### config.mk
export PLATFORM = sky130hd
export DESIGN_NAME = bit_serial_add_ctrl
export DESIGN_NICKNAME = d
export VERILOG_FILES = /design/src/rtl/bit_serial_add_ctrl.sv
export SDC_FILE = /design/constraint.sdc
export NUM_CORES = 1
export LEC_CHECK = 0
export ABC_CLOCK_PERIOD_IN_PS = 1500
export BUFFER_PORTS_ARGS = -buffer_cell sky130_fd_sc_hd__buf_2
export CORE_MARGIN = 2
export CORE_UTILIZATION = 49
export DETAILED_ROUTE_END_ITERATION = 8
export GPL_TIMING_DRIVEN = 0
export PLACE_DENSITY_LB_ADDON = 0.1
export SYNTH_ARGS = -nofsm -noshare
export SYNTH_HDL_FRONTEND = slang
export SYNTH_SLANG_ARGS = --single-unit
### constraint.sdc
create_clock -name clk -period 1.5 [get_ports clk]
set_input_delay 0 -clock clk [delete_from_list [all_inputs] [get_ports clk]]
set_output_delay 0 -clock clk [all_outputs]
set_load 0.05 [all_outputs]
### src/rtl/bit_serial_add_ctrl.sv
`default_nettype none
// +------------------------------------------------------------------------+
// | Module      : bit_serial_add_ctrl (with helper cell bit_serial_fa)     |
// | Description : WIDTH-bit adder built from one full-adder cell, LSB      |
// |               first, one bit per clock, with a start/done handshake.   |
// |               Optional subtract mode is enabled by defining the macro  |
// |               BIT_SERIAL_ADD_SUB_EN (adds the 'sub' input port).       |
// | Revision    : 1.0 - initial release                                    |
// +------------------------------------------------------------------------+

// One-bit full adder cell shared by the bit-serial sequencer.
module bit_serial_fa (
  input  logic a,
  input  logic b,
  input  logic cin,
  output logic sum,
  output logic carry
);
  assign sum   = a ^ b ^ cin;
  assign carry = (a & b) | (a & cin) | (b & cin);
endmodule

module bit_serial_add_ctrl #(
  parameter int WIDTH = 8,
  parameter int CNT_W = $clog2(WIDTH) + 1
) (
  input  logic             clk,
  input  logic             rst_n,
`ifdef BIT_SERIAL_ADD_SUB_EN
  input  logic             sub,
`endif
  input  logic             start,
  input  logic [WIDTH-1:0] a,
  input  logic [WIDTH-1:0] b,
  input  logic             cin,
  output logic             busy,
  output logic             done,
  output logic [WIDTH-1:0] sum,
  output logic             cout
);

  typedef enum logic [1:0] {
    S_IDLE = 2'd0,
    S_RUN  = 2'd1,
    S_DONE = 2'd2
  } state_t;

  state_t             state_q;
  logic               busy_q;
  logic               done_q;
  logic [WIDTH-1:0]   sum_q;
  logic               cout_q;
  logic [WIDTH-1:0]   a_sh_q;
  logic [WIDTH-1:0]   b_sh_q;
  logic [WIDTH-1:0]   sum_sh_q;
  logic               carry_q;
  logic [CNT_W-1:0]   cnt_q;

  logic               fa_sum;
  logic               fa_carry;
  logic [WIDTH-1:0]   a_sh_d;
  logic [WIDTH-1:0]   b_sh_d;
  logic [WIDTH-1:0]   sum_sh_d;
  logic [WIDTH-1:0]   b_load_d;
  logic               carry_load_d;
  logic               last_bit;

  // The cell always sees the current LSBs and the running carry; its output
  // is only consumed while in RUN.
  bit_serial_fa u_fa (
    .a     (a_sh_q[0]),
    .b     (b_sh_q[0]),
    .cin   (carry_q),
    .sum   (fa_sum),
    .carry (fa_carry)
  );

  assign a_sh_d   = a_sh_q >> 1;
  assign b_sh_d   = b_sh_q >> 1;
  assign sum_sh_d = {fa_sum, sum_sh_q[WIDTH-1:1]};
  assign last_bit = (cnt_q == CNT_W'(WIDTH - 1));

`ifdef BIT_SERIAL_ADD_SUB_EN
  // Subtraction is a + ~b + 1; the injected carry replaces cin.
  assign b_load_d     = sub ? ~b : b;
  assign carry_load_d = sub ? 1'b1 : cin;
`else
  assign b_load_d     = b;
  assign carry_load_d = cin;
`endif

  // Sequencer: captures operands, steps one bit per clock, publishes result.
  always_ff @(posedge clk or negedge rst_n) begin
    if (!rst_n) begin
      state_q  <= S_IDLE;
      busy_q   <= 1'b0;
      done_q   <= 1'b0;
      sum_q    <= '0;
      cout_q   <= 1'b0;
      a_sh_q   <= '0;
      b_sh_q   <= '0;
      sum_sh_q <= '0;
      carry_q  <= 1'b0;
      cnt_q    <= '0;
    end else begin
      case (state_q)
        S_IDLE: begin
          if (start) begin
            a_sh_q  <= a;
            b_sh_q  <= b_load_d;
            carry_q <= carry_load_d;
            cnt_q   <= '0;
            state_q <= S_RUN;
            busy_q  <= 1'b1;
          end
        end
        S_RUN: begin
          a_sh_q   <= a_sh_d;
          b_sh_q   <= b_sh_d;
          sum_sh_q <= sum_sh_d;
          carry_q  <= fa_carry;
          cnt_q    <= cnt_q + CNT_W'(1);
          if (last_bit) begin
            // The final bit lands in the result directly, not via sum_sh_q.
            sum_q   <= sum_sh_d;
            cout_q  <= fa_carry;
            state_q <= S_DONE;
            done_q  <= 1'b1;
          end
        end
        S_DONE: begin
          state_q <= S_IDLE;
          busy_q  <= 1'b0;
          done_q  <= 1'b0;
        end
        default: begin
          state_q <= S_IDLE;
          busy_q  <= 1'b0;
          done_q  <= 1'b0;
        end
      endcase
    end
  end

  assign busy = busy_q;
  assign done = done_q;
  assign sum  = sum_q;
  assign cout = cout_q;

endmodule
`default_nettype wire

Yosys cells after proc, flatten, opt, wreduce, memory -nomap -nowiden --
Index checks and enable logic that the tools add are counted.
Word-level totals: flip-flop bits (word level) 42, input port bits 20, output and inout bits 11, logic and storage cells 46
Cells by class: $add $sub $neg 1, eq/ne operators 4, muxes and demuxes 15, bitwise logic cells 9, reduce and logical (&&, ||, !) cells 7
Operators by type and width (count):
- $pmux 8 s2 | 2
- $mux 8 | 2
- $reduce_and 2->1 | 5
- $pmux 4 s2 | 1
- $pmux 1 s2 | 3
- $add 4x1->4 const B | 1
- $eq 4x3->1 const B | 1
- $mux 2 | 2
- $mux 4 | 1
- $ne 2x2->1 const B | 2
- $pmux 2 s2 | 1
- $and 1x1->1 | 3
- $mux 1 | 3
- $eq 2x1->1 const B | 1
- $logic_not 2->1 | 1
- $not 1->1 | 2
- $or 1x1->1 | 2
- $reduce_bool 2->1 | 1
- $xor 1x1->1 | 2

Longest topological paths before layout --
word-level depth 4, mapped depth 5, depth with buffers taken out 4

Hierarchy --
A second synthesis with hierarchy kept.
Second synthesis, totals: cell total of the unflattened synthesis 172, area total of the unflattened synthesis 1826.8 um^2
Modules (own cells, without submodules):
- bit_serial_add_ctrl | times used 1, cells an instance 171, area each 1806.7 um^2, seq. area each 1026.0 um^2
- bit_serial_fa | times used 1, cells an instance 1, area each 20.0 um^2, seq. area each 0.0 um^2

Worst setup path after synthesis --
OpenSTA, ideal clock, no wires.
path type reg-to-reg, start point register state_q[1], end point register cout_q (netlist: cout), arrival time 1.331 ns, data required time 1.375 ns, setup slack 0.044 ns, stages on the path, launching flop included 6, period minus slack after synthesis 1.456 ns, path through dfrtp_1 -> nand2b_1 -> buf_6 -> nor3_4 -> buf_6 -> mux2_2
On the way: cells in the longest elaborated chain, start to end 2
Ends and longest elaborated chain:
- from (decl) | line 48 | state_t state_q;
- from (signal assigned) | line 95 | state_q <= S_IDLE;
- from (signal assigned) | line 113 | state_q <= S_RUN;
- from (signal assigned) | line 127 | state_q <= S_DONE;
- $eq 2x1->1 | line 106 | case (state_q)
- $reduce_and 2->1 (no line)
- to (signal assigned) | line 126 | cout_q <= fa_carry;
- to (decl) | line 52 | logic cout_q;
Every way passes these cells. A chain may end at the register's enable or synchronous reset.

Worst setup path after layout --
start point register state_q[0], end point register sum_q[3] (netlist: sum[3])
On the way: cells in the longest elaborated chain, start to end 2
Ends and longest elaborated chain:
- $eq 2x1->1 | line 106
- $reduce_and 2->1 (no line)
- to (signal assigned) | line 125 | sum_q <= sum_sh_d;
- to (decl) | line 51 | logic [WIDTH-1:0] sum_q;
Every way passes these cells.

==> flow_summary_export.csv <==
group,metric,value,unit
sta,final_hold_viol_count,1,
finish,fin_cells,281,
drt,wl,4010,microns
grt,antenna_found_initial,0,
power,power.switching,2100,uW
floorplanning,core,0.00366,sq mm
drt,drtIter0Drc,84,
critical_path,r2r-end,"sum[3]",
critical_path,crit_required,1.68,ns
power,power_density,2150,mW/mm^2
synth,synth_fa_ha_area_share,1.75,%
drt,drtAntennaViolNets,0,
synth,syn_inst,177,
floorplanning,initial_core_util,50.6,%
grt,overflow,0,
synth,postSynthAreaPerCell,10.5,sq um
sta,slew_headroom,38.5,%
synth,synth-seq-cells,41,
sta,period_minus_slack,1.48,ns
sta,max_freq,674,MHz
worst_hold_path,min_to,"b_sh_q[2]",
sta,min_period_over_period,98.9,%
floorplanning,die-area,0.00429,sq mm
clock_network,htreeDepth,2,
sta,setup_slack,0.0165,ns
drt,vias,1487,
sta,setup_viol,0,
critical_path,cpLargestDelayFamily,"flip-flops",
sta,skew,0.00770,ns
clock_network,cts_buffers,5,
clock_network,cts_sinks,41,
finish,fill_cells,301,
drt,avgRoutedWirePerCell,14.3,microns
critical_path,worst-path-buf-inv,2,
floorplanning,io_pins,31,
critical_path,cp-start-kind,"register",
synth,synth.area.top_cells,"dfrtp_1 55%, a22oi_1 6.1%, mux2_2 5.5%",
drt,routed_via_density,5.29,
critical_path,max_stage_delay,0.44,ns
synth,synth_mux_area_share,6.01,%
synth,synth_nets,199,
finish,design_area,0.00239,sq mm
synth,synth-simple-area-share,14.9,%
clock_network,cts-root-buf,"clkbuf_8",
critical_path,endpoint_kind,"register",
clock_network,clk_latency,0.30,ns
place,dpl_cell_area,0.00206,sq mm
finish,post-route-util,65.3,%
sta,fin_hold_ws,-0.00559,ns
floorplanning,fp.dieH,65.5,microns
power,comb_power_share,44.7,%
power,ir_drop,0.912,mV
drt,drc,0,
clock_network,clk_pin_slew,0.08,ns
finish,antenna_cells,0,
synth,synth_most_common_cell,"dfrtp_1",
critical_path,rr_worst_depth,5,
critical_path,cp.arrival,1.67,ns
synth,synth-edff-count,0,
run,maxCapViolCount,0,
critical_path,critPathKind,"register to register",
critical_path,crit_fanout,8,
power,p_seq_share,37.0,%
worst_hold_path,worst_hold_path_type,"input pin to register",
grt,grt_max_degree,42,
synth,synth_xor_area_share,0,%
synth,synthFlopType,"dfrtp_1",
finish,nets,254,
synth,synth_top_family_by_area,"compound AO/OA/AOI/OAI gates",
critical_path,crit_path_start,"state_q[0]",
place,place_hpwl,2540,microns
place,dp_worst_setup_slack,-0.0622,ns
critical_path,crit_path_frequent_cell,"buf_6",
power,clockPowerShare,18.2,%
grt,grt_usage,21.3,%
place,place.gp.congestion,0.844,
power,swShare,40.9,%
synth,ys_types,23,
synth,synth_compound_area_share,18.1,%
place,placed_cells,255,
synth,synth_top_area_share,55.3,%
synth,async_flop_share,100,%
critical_path,regToRegSetupSlack,0.02,ns
critical_path,worst_path_max_delay_cell,"dfrtp_1",
power,power.static_leakage,0.00117,uW
sta,max_slew.worst_pin.slew,0.923,ns
synth,synth_common_cells,"41 x dfrtp_1, 27 x nand2_1, 19 x a21oi_1, 19 x o21ai_0, 15 x a22oi_1",
clock_network,cts_tree,"done",
clock_network,clockBufferDepth,2,
finish,syn_to_final_growth,28.9,%
drt,drt-pass1-iter-count,4,
synth,yosys.area.top_type,"dfrtp_1",
synth,ys_warn_count,0,
grt,grt_pass1_vias,1457,
critical_path,crit_chain,"nand2b_4 -> buf_6 -> nor3_4 -> buf_6 -> mux2_2",
floorplanning,die_x,65.5,microns
run_status,outcome,"finished with violations",
synth,ys_seq_area_share,55.3,%
worst_hold_path,holdCritStartpoint,"b[2]",
critical_path,r2r-start,"state_q[0]",
sta,rsz0062_at_grt,"yes",
run_status,violations,"hold timing",
finish,drive_above_1_share,28.8,%
sta,report.final.slew_viol_count,0,
power,internal_power,3040,uW
grt,grt_pass1_wl,6820,microns
place,port_buffers,30,
floorplanning,rows,22,
synth,mappedNetlistArea,0.00185,sq mm
worst_hold_path,min_path_cells,3,
routing by layer:
layer	track usage [%]	wire (microns)
met1	27.2	1840
met2	34.9	1950
met3	5.82	158
met4	7.55	56
met5	0	0
layout by cell type (no fill, tap or decap), drive strengths merged:
cell         Yosys  final
and2b           10     10
a22oi           15     15
o21ai           19     19
buf              6     45
bufinv           0      1
fa               1      1
a22o             1      1
a21o             1      1
nor2             3      3
o21bai           1      1
ha               1      1
a21oi           19     19
nand2           27     27
dlygate4sd3      0      9
clkinvlp         0      1
nand3            2      2
mux2i            1      1
nand2b           1      1
dfrtp           41     41
nor3             1      1
inv              2      2
o311ai           1      1
clkbuf           6     12
mux2             9      9
nor2b            9      9
worst min-delay path, delay by kind of cell:
family	cells	cell delay, ns
buffers and inverters	1	0.07
AO/OA/AOI/OAI	2	0.18
power groups by stage:
stage                     registers, uW  logic (uW)  clock network, uW
after floorplan                    2320        1070                  0
after global placement             1890        1960                  0
after detailed placement           1920        2000                  0
after CTS                          1880        2130                951
after global routing               1970        2530                996
final                              1900        2300                936
worst max-delay path by stage:
stage | endpoint | cells past startpoint
6_report | sum[3] | 5
5_1_grt | sum[3] | 5
4_1_cts | sum[1] | 5
3_5_place_dp | sum[1] | 5
3_3_place_gp | sum[3] | 5
2_1_floorplan | cout | 5
final cells by class:
type | instances | area (sq um) | area share [%]
clock inverter | 2 | 37.5 | 1.57
multi-input combinational | 122 | 797 | 33.4
clock buffer | 6 | 82.6 | 3.46
sequential | 41 | 1030 | 42.9
timing repair buffer | 49 | 319 | 13.4
inverter | 2 | 7.51 | 0.314
tap | 48 | 60.1 | 2.51
buffer | 11 | 60.1 | 2.51
repair_timing:
item	in CTS	in global routing
gates cloned	1	0
resized for setup	4	9
hold buffers	9	0
setup endpoints to repair	8	21
setup buffers	4	5
pin swaps	1	1
hold endpoints to repair	49	0
per-stage QoR:
step / power (uW) / setup TNS (ns)
global route: 5490 / -0.283
finish: 5140 / 0
detailed placement: 3910 / -0.446
global placement: 3850 / -0.407
floorplan: 3390 / 0
CTS: 4960 / 0
state kept, by name (all words and copies together) (netlist names):
register,cells
b_sh_q,8
cout,1
state_q,2
sum_sh_q,7
carry_q,1
done,1
busy,1
cnt_q,4
a_sh_q,8
sum,8
cell families after synthesis:
kind of cell | after synthesis
flip-flops | 41
buffers and inverters | 14
AND/OR/NAND/NOR | 53
adder cells (fa/ha/maj) | 2
AO/OA/AOI/OAI | 57
multiplexers | 10
Power figures use the tool's default switching activity.
